File: config.mk
export PLATFORM = sky130hd
export DESIGN_NAME = modport_ram
export DESIGN_NICKNAME = d
export VERILOG_FILES = /design/src/rtl/ram_pkg.sv /design/src/rtl/ram_mem_array.sv /design/src/rtl/modport_ram.sv
export SDC_FILE = /design/constraint.sdc
export NUM_CORES = 1
export LEC_CHECK = 0
export BUFFER_PORTS_ARGS = -buffer_cell sky130_fd_sc_hd__buf_2
export CORE_MARGIN = 5
export CORE_UTILIZATION = 40
export CTS_CLUSTER_DIAMETER = 40
export CTS_CLUSTER_SIZE = 12
export DETAILED_ROUTE_END_ITERATION = 6
export GPL_TIMING_DRIVEN = 0
export PLACE_DENSITY = 0.68
export SYNTH_ARGS = -nofsm -noshare
export SYNTH_HDL_FRONTEND = slang
export SYNTH_HIERARCHICAL = 1
export SYNTH_SLANG_ARGS = --single-unit
File: constraint.sdc
create_clock -name clk -period 4 [get_ports clk]
set_input_delay 0.4 -clock clk [delete_from_list [all_inputs] [get_ports clk]]
set_output_delay 0.4 -clock clk [all_outputs]
set_load 0.005 [all_outputs]
File: src/rtl/ram_pkg.sv
`default_nettype none
// ============================================================================
//  Module      : ram_pkg
//  Description : Shared sizing constants and word/address types for the
//                modport_ram storage block.
//                  ADDR_W : address width (4)
//                  DATA_W : data word width (8)
//                  DEPTH  : number of words, 2**ADDR_W (16)
//  Revision    : 1.0 - initial release
// ============================================================================
package ram_pkg;

    localparam int ADDR_W = 4;
    localparam int DATA_W = 8;
    localparam int DEPTH  = 2 ** ADDR_W;

    typedef logic [ADDR_W-1:0] addr_t;
    typedef logic [DATA_W-1:0] data_t;

endpackage : ram_pkg
`default_nettype wire

File: src/rtl/ram_mem_array.sv
`default_nettype none
// ============================================================================
//  Module      : ram_mem_array
//  Description : DEPTH x DATA_W storage array with asynchronous clear, one
//                synchronous write port and a combinational read of any word.
//  Ports       : clk      - system clock (writes on posedge)
//                rst      - asynchronous active-high clear of every word
//                wr_enb   - write enable
//                wr_addr  - write address
//                wr_data  - write data
//                rd_addr  - combinational read address
//                rd_word  - contents of the addressed word
//  Revision    : 1.0 - initial release
// ============================================================================
module ram_mem_array
    import ram_pkg::*;
(
    input  logic              clk,
    input  logic              rst,
    input  logic              wr_enb,
    input  logic [ADDR_W-1:0] wr_addr,
    input  logic [DATA_W-1:0] wr_data,
    input  logic [ADDR_W-1:0] rd_addr,
    output logic [DATA_W-1:0] rd_word
);

    data_t r_mem [DEPTH];

    // Every word is cleared by reset, so the array lives in flops rather
    // than an inferred block RAM.
    always_ff @(posedge clk or posedge rst) begin
        if (rst) begin
            for (int i = 0; i < DEPTH; i++) begin
                r_mem[i] <= '0;
            end
        end else if (wr_enb) begin
            r_mem[wr_addr] <= wr_data;
        end
    end

    assign rd_word = r_mem[rd_addr];

endmodule : ram_mem_array
`default_nettype wire

File: src/rtl/modport_ram.sv
`default_nettype none
// ============================================================================
//  Module      : modport_ram
//  Description : 16 x 8 simple dual-port synchronous RAM, one write port and
//                one registered read port on a single clock. A read and a
//                write to the same address in one cycle return the new data
//                (write-first). rd_data holds when rd_enb is low.
//  Ports       : clk      - system clock
//                rst      - asynchronous active-high reset
//                wr_enb   - write enable
//                wr_addr  - write address
//                wr_data  - write data
//                rd_enb   - read enable
//                rd_addr  - read address
//                rd_data  - registered read data (1-cycle latency)
//  Options     : RAM_ACTIVITY_CHECK_EN - when defined, adds a per-cycle
//                wr/rd activity assertion and a same-address collision cover.
//  Revision    : 1.0 - initial release
// ============================================================================
module modport_ram
    import ram_pkg::*;
(
    input  logic              clk,
    input  logic              rst,
    input  logic              wr_enb,
    input  logic [ADDR_W-1:0] wr_addr,
    input  logic [DATA_W-1:0] wr_data,
    input  logic              rd_enb,
    input  logic [ADDR_W-1:0] rd_addr,
    output logic [DATA_W-1:0] rd_data
);

    data_t w_mem_word;
    data_t w_rd_next;
    logic  w_collision;
    data_t r_rd_data;

    ram_mem_array u_mem (
        .clk     (clk),
        .rst     (rst),
        .wr_enb  (wr_enb),
        .wr_addr (wr_addr),
        .wr_data (wr_data),
        .rd_addr (rd_addr),
        .rd_word (w_mem_word)
    );

    // The array only sees the write at the same edge the read is sampled,
    // so a same-address collision is served straight from wr_data.
    assign w_collision = wr_enb && rd_enb && (wr_addr == rd_addr);
    assign w_rd_next   = w_collision ? wr_data : w_mem_word;

    always_ff @(posedge clk or posedge rst) begin
        if (rst) begin
            r_rd_data <= '0;
        end else if (rd_enb) begin
            r_rd_data <= w_rd_next;
        end
    end

    assign rd_data = r_rd_data;

`ifdef RAM_ACTIVITY_CHECK_EN
    a_activity : assert property (@(posedge clk) disable iff (rst)
                                  (wr_enb || rd_enb))
        $info("wr/rd activity assertion passed");
    else
        $info("wr/rd activity assertion failed");

    c_collision : cover property (@(posedge clk) disable iff (rst)
                                  w_collision);
`endif

endmodule : modport_ram
`default_nettype wire

==> Implementation_results.wiki, run 1 <==
{| class="wikitable"
! Metric !! Value
|-
| Sequence of cells on the critical path || buf_2, clkbuf_1, clkbuf_1, mux4_2, a22oi_1, nand2_1, o31ai_1, a31oi_1
|-
| Overall Global Routing Usage || between 10% and 20%
|-
| Kind of cell adding the most delay to the critical path || buffers and inverters
|-
| TritonCTS clock tree || built
|-
| Wire length per cell || ~22 µm
|-
| Die ar. || 18900 µm²
|-
| Kind of end point of the critical path || flip-flop
|-
| Via count of the first global-routing pass || roughly 4300
|-
| Maximum fanout along the worst path || 10
|-
| Number of design-rule violations left by the first detailed-router iteration || 278
|-
| Inserted Clock Buffers || 17
|-
| Overflow left after global routing || 0
|-
| Fin Hold WS || between 300 and 400 ps
|-
| TNS Setup || 0 ps
|-
| Min-delay worst type || input pin to flip-flop
|-
| Die width || around 140 µm
|-
| Share of async-settable or async-resettable flops after synthesis || 100%
|-
| Proportion of synthesized chip area in sequential cells || 52.3%
|-
| Instance count of the mapped netlist || between 400 and 500
|-
| Count of buffering cells on the critical path with inverters included || 3
|-
| Core area || around 16000 µm²
|-
| Count of final hold-check violations || 0
|-
| Vertical die dimension || around 140 µm
|-
| DP Cell Count || between 600 and 700
|-
| CTS sink count || between 100 and 150
|-
| Mean number of vias per cell || around 5.5
|-
| Number of buffers on the longest clock path || 2
|-
| Setup bufs post-CTS || 0
|-
| Net count after synthesis || about 450
|-
| Power per standard cell area || around 540 nW/µm²
|-
| Post-route clock period utilization || 56.1%
|-
| # IOs || 28
|-
| R2r startpoint || u_mem/r_mem[36]$_DFFE_PP0P_
|-
| Antenna diodes || 0
|-
| Slew at the pin with the worst max-slew slack || between 900 and 1000 ps
|-
| Count of vias placed by the detailed router || between 3000 and 4000
|-
| Input/output buffers || 26
|-
| Critical path startpoint category || input pin
|-
| Flop and latch count out of synthesis || between 100 and 150
|-
| Initial core utilization || 40.8%
|-
| Worst clock skew on the final layout || 4.51 ps
|-
| Count of warnings emitted by yosys || 6
|-
| Worst setup path startpoint || rd_addr[1]
|-
| Routed wire length || 15.2 mm
|-
| Result of the run || finished, final reports clean
|-
| TritonRoute pass-1 iters || 4
|-
| Net switching power figure || between 0.0009 and 0.001 W
|-
| Arrival @ worst endpoint || 2510 ps
|-
| Relative slew slack || between 30 and 40%
|-
| Data required, critical path || approximately 4300 ps
|-
| Final Max Tran Viols || 0
|-
| Highest ir drop seen on vdd || approximately 330 µV
|-
| Layout overhead on the synthesized area || 15.5%
|-
| Root buffer cell || clkbuf_16
|-
| Comb pwr share || between 10% and 20%
|-
| Weighted congestion at the end of routability-driven global placement || 0.802
|-
| Number of filler cells placed in the layout || approximately 1400
|-
| Endpoints failing setup || 0
|-
| Flop pwr share || between 40 and 50%
|-
| Maximum cell stage delay along the critical path || between 600 and 700 ps
|-
| Number of flops mapped to enable cells by yosys || 0
|-
| Clock group share of total power || between 30% and 40%
|-
| Internal Pwr Total || between 0.003 and 0.004 W
|-
| Post-synthesis cell type count || 41
|-
| Fin cells || 702
|-
| Max Fclk || 446 MHz
|-
| P_leak || 3.21 nW
|-
| Number of max-cap violations || 0
|-
| First-pass GRT wire length || between 20 and 25 mm
|-
| Worst setup path endpoint || rd_data[4]$_DFFE_PP0P_
|-
| Slowest library cell on the worst path || clkbuf_1
|-
| Slack of the worst reg-to-reg path || around 2400 ps
|-
| Top library cells by usage in the layout, fill and taps aside || dfrtp_1, mux2_2, buf_2
|-
| Detailed-route DRC error count || 0
|-
| Number of antenna violations at the first check in global routing || 0
|-
| Clock-pin slew on the worst setup and hold paths || about 50 ps
|-
| Classification of the worst setup path || input pin to flip-flop
|-
| Mean Syn Cell Area || 15.3 µm²
|-
| Number of H-tree branching levels || 4
|-
| Period minus WS final || around 2200 ps
|-
| Fraction of power spent switching nets || between 20 and 25%
|-
| Setup repair after global routing missed its margin || no
|-
| Total standard cell area after synthesis || roughly 6500 µm²
|-
| Count of standard-cell rows || between 40 and 50
|-
| Most used flip-flop cell after synthesis || dfrtp_1
|-
| Leading cell type in the layout, fill and taps excluded || dfrtp_1
|-
| Maximum number of pins on one net before global-route repair || 97
|-
| Total power || between 0.004 and 0.005 W
|-
| Routed Antenna Nets || 0
|-
| Number of nets in the layout || between 400 and 500
|-
| Critical R2R Capture || rd_data[4]$_DFFE_PP0P_
|-
| R2R depth || 5
|-
| Proportion of layout cells with a drive suffix above 1 || 49.8%
|-
| Detailed placer's ending HPWL || 10.5 mm
|-
| Clock latency of the later-clocked register in the worst-skew pair || 410 ps
|-
| Stages on worst setup path || 8
|-
| Worst path most repeated cell || clkbuf_1
|}
cell usage after synthesis (all sizes together), types with 2 or more instances:
library cell / instances / share of area, %
a31oi: 8 / 0.77
mux4: 32 / 11
nor2: 13 / 0.90
inv: 4 / 0.23
clkbuf: 11 / 0.63
o31ai: 8 / 0.92
nor2b: 7 / 0.90
nand4bb: 2 / 0.35
or4: 3 / 0.40
nand2: 12 / 0.85
buf: 19 / 1.8
dfrtp: 136 / 52
nand4: 9 / 0.86
nor4b: 2 / 0.73
nand2b: 2 / 0.31
a22oi: 16 / 1.8
mux2: 128 / 23
cell type report:
class | instances | area (µm²) | area share [%]
plain buffers | 31 | 166 | 2.21
clock buffers | 30 | 504 | 6.71
clock inverters | 2 | 60.1 | 0.799
inverters | 4 | 20.0 | 0.266
multi-input cells | 255 | 2920 | 38.9
flip-flops and latches | 136 | 3400 | 45.3
well taps | 216 | 270 | 3.60
repair buffers | 28 | 168 | 2.23
tightest hold or removal path, delay by kind of cell:
| kind | cells | cell delay, ps |
|---|---|---|
| compound gates | 1 | 50 |
| simple gates | 1 | 100 |
| buf+inv | 1 | 120 |
flip-flops by register name (all words and copies together) (netlist names):
| name | count |
|---|---|
| rd_data | 8 |
| u_mem/r_mem | 128 |
cells by family after synthesis:
group	synth area share, %
compound gates	3.84
xor+xnor	0.269
buf+inv	2.79
flops	52.3
mux	34.1
simple gates	6.67
per-stage QoR:
step | util, % | setup WS, ps | cell area [µm²]
after detailed placement | 43.5 | 1410 | 6940
after global placement | 43.3 | -1010 | 6910
after floorplan | - | 187 | 6510
after CTS | 47.1 | 1790 | 7520
after global routing | 47.1 | 1690 | 7520
final | 47.1 | 1760 | 7520
worst min path at each step:
stage | from | end | depth (start not counted)
detailed placement | rst | rd_data[0]$_DFFE_PP0P_ | 2
finish | rd_enb | rd_data[1]$_DFFE_PP0P_ | 3
floorplan | rst | rd_data[0]$_DFFE_PP0P_ | 1
global placement | rst | rd_data[7]$_DFFE_PP0P_ | 2
global route | rd_enb | rd_data[0]$_DFFE_PP0P_ | 3
CTS | rd_enb | rd_data[1]$_DFFE_PP0P_ | 3
what timing repair did:
action                     4_1_cts  5_1_grt
gates resized for setup          0        0
hold endpoints to repair        40        0
setup endpoints to repair        0        0
hold buffers                     1        0
power groups by stage:
stage | registers [W] | clock network (W) | logic [W]
final | 0.00185 | 0.00150 | 0.000740
after global routing | 0.00189 | 0.00160 | 0.000804
after CTS | 0.00185 | 0.00153 | 0.000753
after detailed placement | 0.00187 | 0 | 0.000744
after global placement | 0.00184 | 0 | 0.000709
after floorplan | 0.00182 | 0 | 0.000575
layer usage:
layer,wire length (µm),track usage (%)
met5,0,0
met4,251,5.54
met3,563,4.24
met2,7540,28.8
met1,6830,23.7
No activity file was read; power rests on OpenSTA's default activity.
==> run 2: changes to the inputs <==
--- a/config.mk
+++ b/config.mk
@@ -5,6 +5,7 @@
 export SDC_FILE = /design/constraint.sdc
 export NUM_CORES = 1
 export LEC_CHECK = 0
+export ABC_AREA = 1
 export BUFFER_PORTS_ARGS = -buffer_cell sky130_fd_sc_hd__buf_2
 export CORE_MARGIN = 5
 export CORE_UTILIZATION = 40
==> constraint.sdc (replaced) <==
create_clock -name clk -period 1.9 [get_ports clk]
set_input_delay 0.19 -clock clk [delete_from_list [all_inputs] [get_ports clk]]
set_output_delay 0.19 -clock clk [all_outputs]
set_load 0.005 [all_outputs]
==> Implementation_results.wiki, run 2 <==
{| class="wikitable"
! Metric !! Value
|-
| Metal2 WL || 9.11 mm (+21%)
|-
| Most repeated cell in the gate-level netlist after synthesis || nand2_1
|-
| Clock latency of the later-clocked register in the worst-skew pair || 430 ps (+20 ps)
|-
| Maximum fanout along the worst path || 10 (unchanged)
|-
| Highest ir drop seen on vdd || 679 µV (+100%)
|-
| Inserted Clock Buffers || 17 (unchanged)
|-
| Wire length per cell || 17.0 µm (-21%)
|-
| P_leak || 4.07 nW (+27%)
|-
| Share of async-settable or async-resettable flops after synthesis || 100% (unchanged)
|-
| Data required, critical path || 2220 ps (-2050 ps)
|-
| Slowest library cell on the worst path || clkbuf_1
|-
| Post-synthesis cell type count || 23 (-44%)
|-
| Slew at the pin with the worst max-slew slack || 718 ps (-191 ps)
|-
| Weighted congestion at the end of routability-driven global placement || 0.973 (+21%)
|-
| Layout overhead on the synthesized area || 15.1%
|-
| Number of flops mapped to enable cells by yosys || 0 (unchanged)
|-
| Synthesized-area fraction occupied by xor and xnor cells || 0% (-0.27 points)
|-
| Number of nets in the layout || 999 (+100%)
|-
| Antenna diodes || 0 (unchanged)
|-
| Count of final hold-check violations || 0 (unchanged)
|-
| Endpoints failing setup || 0 (unchanged)
|-
| Number of filler cells placed in the layout || 1779 (+24%)
|-
| Post-Synth Simple-Gate Area || 28.7% (+22 points)
|-
| Root buffer cell || clkbuf_16
|-
| Total standard cell area after synthesis || 6920 µm² (+6.4%)
|-
| First-pass GRT wire length || 32.8 mm (+32%)
|-
| Share of synthesized cell area in full adder, half adder and majority cells || 0% (unchanged)
|-
| Period minus WS final || 1660 ps
|-
| Instance count of the mapped netlist || 930 (+120%)
|-
| Count of standard-cell rows || 48 (+4.3%)
|-
| Max FFs per register || 128 (unchanged)
|-
| Min-delay worst type || input pin to flip-flop
|-
| Number of antenna violations at the first check in global routing || 0 (unchanged)
|-
| Most used flip-flop cell after synthesis || dfrtp_1
|-
| Area used by sequential logic in the layout || 3400 µm² (unchanged)
|-
| Worst clock skew on the final layout || 6.22 ps (+1.71 ps)
|-
| # IOs || 28 (unchanged)
|-
| TritonCTS clock tree || built
|-
| Maximum cell stage delay along the critical path || 570 ps (-60 ps)
|-
| Synth Area in Compound Gates || 9.81% (+6.0 points)
|-
| Max Fclk || 604 MHz
|-
| Top Layer Used || met4
|-
| Sequence of cells on the critical path || buf_2, inv_2, clkbuf_1, nand2_1, nand3_1, nand3_1, nand3_1, nand2_1, inv_1, nand2_1, nand3_1, nand2_1
|-
| Fin Hold WS || 47.1 ps (-258 ps)
|-
| Proportion of netlist area held by the largest area contributor || 49.2% (-3.1 points)
|-
| Overflow left after global routing || 0 (unchanged)
|-
| Setup repair after global routing missed its margin || no
|-
| Critical path startpoint category || input pin
|-
| Die ar. || 20000 µm² (+5.9%)
|-
| Clock-pin slew on the worst setup and hold paths || 50 ps (about the same)
|-
| Final Max Tran Viols || 0 (unchanged)
|-
| Met3 Wirelength || 1.56 mm (+180%)
|-
| Die width || 142 µm (+2.9%)
|-
| Kind of end point of the critical path || flip-flop
|-
| Initial core utilization || 40.4% (-0.38 points)
|-
| Power per standard cell area || 1070 nW/µm² (+97%)
|-
| Mux share of post-synthesis cell area || 0% (-34 points)
|-
| Proportion of synthesized chip area in sequential cells || 49.2% (-3.1 points)
|-
| Number of H-tree branching levels || 4 (unchanged)
|-
| Number of design-rule violations left by the first detailed-router iteration || 599 (+120%)
|-
| Proportion of layout cells with a drive suffix above 1 || 11.1% (-39 points)
|-
| Number of buffers on the longest clock path || 2 (unchanged)
|-
| Cell taking the most area after synthesis || dfrtp_1
|-
| Top library cells by usage in the layout, fill and taps aside || nand2_1, inv_1, dfrtp_1
|-
| Post-route clock period utilization || between 80% and 90%
|-
| Count of warnings emitted by yosys || 6 (unchanged)
|-
| Core area || 17100 µm² (+7.4%)
|-
| Cells resized by post-CTS repair || 0 (unchanged)
|-
| Result of the run || finished, final reports clean
|-
| Input/output buffers || 26 (unchanged)
|-
| Detailed placer's ending HPWL || 14.7 mm (+40%)
|-
| Arrival @ worst endpoint || 1970 ps (-540 ps)
|-
| Mean number of vias per cell || 5.08 (-7.7%)
|-
| Routed Antenna Nets || 0 (unchanged)
|-
| Overall Global Routing Usage || 21.5% (+3.7 points)
|-
| Most flop-heavy register || u_mem/r_mem
|-
| Count of vias placed by the detailed router || 6183 (+60%)
|-
| Leading cell type in the layout, fill and taps excluded || nand2_1
|-
| Mean Syn Cell Area || 7.44 µm² (-51%)
|-
| Routed wire length || 20.7 mm (+37%)
|-
| Largest cells by area after synthesis || dfrtp_1, nand2_1, o21ai_0
|-
| Net count after synthesis || 950 (+110%)
|-
| Met1 WL || 9.27 mm (+36%)
|-
| Combinational family with the most area after synthesis || simple AND/OR/NAND/NOR gates
|-
| Worst Setup Slack post-DPL || -97.5 ps (-1510 ps)
|-
| TritonRoute pass-1 iters || 6 (+2)
|-
| Relative slew slack || 52.1% (+13 points)
|-
| Vertical die dimension || 142 µm (+2.9%)
|-
| Flop and latch count out of synthesis || 136 (unchanged)
|-
| Most common library cells after synthesis || nand2_1, inv_1, dfrtp_1
|-
| Multi-input combinational cell area || 2670 µm² (-8.8%)
|-
| Maximum number of pins on one net before global-route repair || 41 (-58%)
|-
| Classification of the worst setup path || input pin to flip-flop
|-
| Number of max-cap violations || 0 (unchanged)
|-
| Worst-case setup margin in the final layout || 244 ps (-1510 ps)
|-
| CTS sink count || 136 (unchanged)
|-
| Via count of the first global-routing pass || 5950 (+38%)
|-
| Detailed-route DRC error count || 0 (unchanged)
|}
## run 2: cell families after synthesis
logic type,Yosys count
buffers and inverters,207
flip-flops,136
AND/OR/NAND/NOR,452
AO/OA/AOI/OAI,135
## run 2: final timing paths
check | from | depth (start not counted) | slack (ps) | end
max | rd_addr[0] | 12 | 240 | rd_data[3]$_DFFE_PP0P_
min | rd_enb | 3 | 50 | rd_data[1]$_DFFE_PP0P_
max reg2reg | u_mem/r_mem[92]$_DFFE_PP0P_ | 9 | 480 | rd_data[4]$_DFFE_PP0P_
min reg2reg | rd_data[2]$_DFFE_PP0P_ | 2 | 470 | rd_data[2]$_DFFE_PP0P_
max in group asynchronous | rst | 5 | 700 | u_mem/r_mem[108]$_DFFE_PP0P_
min in group asynchronous | rst | 3 | 280 | rd_data[7]$_DFFE_PP0P_
## run 2: cell type report
class	instances	share of cell area, %
timing repair buffer	30	2.51
inverter	157	7.45
buffer	50	3.30
clock buffer	22	5.70
sequential	136	42.7
tap	225	3.53
clock inverter	10	1.29
multi-input combinational	587	33.5
## run 2: what timing repair did
action | 4_1_cts | 5_1_grt
hold buffers | 1 | 0
hold endpoints to repair | 31 | 0
setup buffers | 0 | 0
setup endpoints to repair | 0 | 0
## run 2: per-layer routing
layer	track usage, %	vias to the layer above
li1	-	2978
met1	28.9	2893
met2	33.2	263
met3	5.33	49
met4	9.34	0
met5	0	-
## run 2: stage by stage
step	utilization, %	power (W)	std cells	cell area, µm²	TNS [ps]
after floorplan	-	0.00486	930	6930	0
after global placement	42.9	0.00532	1181	7340	-94410
after detailed placement	43.2	0.00539	1184	7400	-336
after CTS	46.5	0.00857	1217	7970	0
after global routing	46.5	0.00903	1217	7970	0
final	46.5	0.00854	1217	7970	0
## run 2: where the power goes
part	internal, W	switching, W
clock network	0.00194	0.00121
registers	0.00352	0.000263
logic	0.000545	0.00105
total	0.00601	0.00253
## run 2: worst max-delay path: cells and delay by family
kind	cells	cell delay, ps
buffers and inverters	4	1000
AND/OR/NAND/NOR	8	780
==> run 3: changes to the inputs <==
--- a/config.mk
+++ b/config.mk
@@ -7,12 +7,13 @@
 export LEC_CHECK = 0
 export ABC_AREA = 1
 export BUFFER_PORTS_ARGS = -buffer_cell sky130_fd_sc_hd__buf_2
-export CORE_MARGIN = 5
+export CORE_MARGIN = 2
 export CORE_UTILIZATION = 40
 export CTS_CLUSTER_DIAMETER = 40
 export CTS_CLUSTER_SIZE = 12
 export DETAILED_ROUTE_END_ITERATION = 6
 export GPL_TIMING_DRIVEN = 0
+export MAX_ROUTING_LAYER = met4
 export PLACE_DENSITY = 0.68
 export SYNTH_ARGS = -nofsm -noshare
 export SYNTH_HDL_FRONTEND = slang
==> Implementation_results.wiki, run 3 (same netlist as run 2, synthesis figures left out) <==
{| class="wikitable"
! Metric !! Value
|-
| Result of the run || finished, final reports clean
|-
| Mean number of vias per cell || 5.06 (-0.34%)
|-
| Worst Setup Slack post-DPL || -125 ps (-27.3 ps)
|-
| Leading cell type in the layout, fill and taps excluded || nand2_1
|-
| Worst-case setup margin in the final layout || 211 ps (-32.9 ps)
|-
| Maximum fanout along the worst path || 10 (unchanged)
|-
| # IOs || 28 (unchanged)
|-
| Maximum number of pins on one net before global-route repair || 43 (+4.9%)
|-
| Number of design-rule violations left by the first detailed-router iteration || 766 (+28%)
|-
| R2r startpoint || u_mem/r_mem[104]$_DFFE_PP0P_
|-
| Cells resized by post-CTS repair || 0 (unchanged)
|-
| Detailed-route DRC error count || 0 (unchanged)
|-
| Worst clock skew on the final layout || 4.59 ps (-1.63 ps)
|-
| Slack of the worst reg-to-reg path || 520 ps (+40 ps)
|-
| Inserted Clock Buffers || 17 (unchanged)
|-
| Highest ir drop seen on vdd || 696 µV (+2.5%)
|-
| Slowest library cell on the worst path || clkbuf_1
|-
| Power per standard cell area || 1100 nW/µm² (+2.7%)
|-
| Count of standard-cell rows || 48 (unchanged)
|-
| Overflow left after global routing || 0 (unchanged)
|-
| Weighted congestion at the end of routability-driven global placement || 1.01 (+3.6%)
|-
| Count of vias placed by the detailed router || 6162 (-0.34%)
|-
| R2R depth || 10 (+1)
|-
| Final Max Tran Viols || 0 (unchanged)
|-
| Clock latency of the later-clocked register in the worst-skew pair || 420 ps (about the same)
|-
| Input/output buffers || 26 (unchanged)
|-
| Overall Global Routing Usage || 24.3% (+2.8 points)
|-
| Routed wire length || 20.5 mm (-1.2%)
|-
| Worst path most repeated cell || nand3_1
|-
| Maximum cell stage delay along the critical path || 510 ps (-60 ps)
|-
| Antenna diodes || 0 (unchanged)
|-
| Root buffer cell || clkbuf_16
|-
| Slew at the pin with the worst max-slew slack || 724 ps (+6.30 ps)
|-
| Period minus WS final || 1690 ps (+32.9 ps)
|-
| Stages on worst setup path || 11 (-1)
|-
| Clock-pin slew on the worst setup and hold paths || 60 ps (about the same)
|-
| CTS sink count || 136 (unchanged)
|-
| Top library cells by usage in the layout, fill and taps aside || nand2_1, inv_1, dfrtp_1
|-
| Critical R2R Capture || rd_data[0]$_DFFE_PP0P_
|-
| Most Crowded Layer GR || met2
|-
| Layout overhead on the synthesized area || 16.0%
|-
| Routed Antenna Nets || 0 (unchanged)
|-
| Critical path startpoint category || input pin
|-
| Via count of the first global-routing pass || 5738 (-3.6%)
|-
| Kind of end point of the critical path || flip-flop
|-
| Arrival @ worst endpoint || 2050 ps (+80 ps)
|-
| Die ar. || 18400 µm² (-8.3%)
|-
| Most flop-heavy register || u_mem/r_mem
|-
| Total power || 0.00884 W (+3.6%)
|-
| Count of buffering cells on the critical path with inverters included || 4 (unchanged)
|-
| TritonRoute pass-1 iters || 6 (unchanged)
|-
| Worst setup path endpoint || rd_data[0]$_DFFE_PP0P_
|-
| Sequence of cells on the critical path || buf_2, clkbuf_1, clkbuf_1, nand3_1, nand3_1, nand3_1, nand2_1, inv_1, nand2_1, nand3_1, nand2_1
|-
| Setup repair after global routing missed its margin || no
|-
| Max Fclk || 592 MHz (-1.9%)
|-
| Post-route clock period utilization || 88.9% (+1.7 points)
|-
| Kind of cell adding the most delay to the critical path || buffers and inverters
|-
| Number of nets in the layout || 999 (unchanged)
|-
| GR Util met1 || 33.1% (+4.2 points)
|-
| TritonCTS clock tree || built
|-
| Proportion of layout cells with a drive suffix above 1 || 11.5% (+0.40 points)
|-
| First-pass GRT wire length || 32.2 mm (-1.8%)
|-
| P_leak || 4.09 nW (+0.49%)
|-
| Classification of the worst setup path || input pin to flip-flop
|-
| Count of final hold-check violations || 0 (unchanged)
|-
| Core area || 17100 µm² (unchanged)
|-
| Max FFs per register || 128 (unchanged)
|-
| Setup bufs post-CTS || 0 (unchanged)
|-
| Die width || 136 µm (-4.2%)
|-
| Relative slew slack || 51.7% (-0.42 points)
|-
| Number of max-cap violations || 0 (unchanged)
|-
| Wire length per cell || 16.8 µm (-1.2%)
|-
| Min-delay worst type || input pin to flip-flop
|-
| Number of H-tree branching levels || 4 (unchanged)
|-
| Number of buffers on the longest clock path || 2 (unchanged)
|-
| Initial core utilization || 40.4% (unchanged)
|-
| Met2 layer usage reported by global route || 35.5% (+2.4 points)
|-
| Number of antenna violations at the first check in global routing || 0 (unchanged)
|-
| Endpoints failing setup || 0 (unchanged)
|-
| Data required, critical path || 2260 ps (+40 ps)
|-
| Vertical die dimension || 136 µm (-4.2%)
|-
| Met3 demand-to-capacity share in global routing || 5.13% (-0.20 points)
|-
| Worst setup path startpoint || rd_addr[1]
|-
| Detailed placer's ending HPWL || 14.4 mm (-2.2%)
|}
[run 3: cell types whose count changed in the layout (fill, tap and decap cells not counted)]
cell | before | now
bufinv_16 | 2 | 4
clkinvlp_4 | 2 | 5
clkinv_2 | 7 | 6
clkbuf_1 | 26 | 22
[run 3: layer usage]
layer / wire length, µm / vias to the layer above
met1: 8920 / 2875
met4: 682 / 0
met3: 1710 / 40
met2: 9180 / 270
met5: 0 / -
li1: - / 2977
[run 3: where the power goes]
part	internal [W]	leakage (nW)	switching, W
Sequential	0.00352	1.68	0.000256
Clock	0.00221	0.297	0.00127
Combinational	0.000545	2.12	0.00104
Total	0.00627	4.09	0.00257
[run 3: timing repair]
action / 4_1_cts / 5_1_grt
endpoints found under the hold margin: 31 / 0
setup endpoints to repair: 0 / 0
hold buffers: 1 / 0
[run 3: worst min-delay path by stage]
stage                     startpoint                     end  cells past startpoint
final                         rd_enb  rd_data[2]$_DFFE_PP0P_                      3
after global routing          rd_enb  rd_data[2]$_DFFE_PP0P_                      3
after CTS                     rd_enb  rd_data[2]$_DFFE_PP0P_                      3
after detailed placement         rst  rd_data[0]$_DFFE_PP0P_                      2
after global placement           rst  rd_data[0]$_DFFE_PP0P_                      2
after floorplan                  rst  rd_data[0]$_DFFE_PP0P_                      1
[run 3: layout make-up]
| type | instances | area (µm²) |
|---|---|---|
| Timing Repair Buffer | 30 | 200 |
| Clock inverter | 14 | 180 |
| Tap cell | 225 | 282 |
| Fill cell | 1721 | 9090 |
| Inverter | 157 | 593 |
| Buffer | 50 | 263 |
| Multi-Input combinational cell | 587 | 2670 |
| Clock buffer | 18 | 439 |
| Sequential cell | 136 | 3400 |
[run 3: metrics by stage]
step | instance area [µm²] | hold slack [ps] | util [%] | TNS, ps | std cells
after detailed placement | 7400 | 175 | 43.2 | -525 | 1184
after floorplan | 6930 | 5.66 | - | 0 | 930
after CTS | 8030 | 37.7 | 46.9 | 0 | 1217
final | 8030 | 47.2 | 46.9 | 0 | 1217
after global routing | 8030 | 62.3 | 46.9 | 0 | 1217
after global placement | 7340 | 165 | 42.9 | -96670 | 1181
[run 3: worst register-to-register path, stage by stage (launching register included)]
cell and delay (ps):
dfrtp_1 390, inv_1 60, nand2_1 50, nand3_1 110, nand3_1 140, nand3_1 160
nand2_1 110, inv_1 60, nand2_1 50, nand3_1 70, nand2_1 60
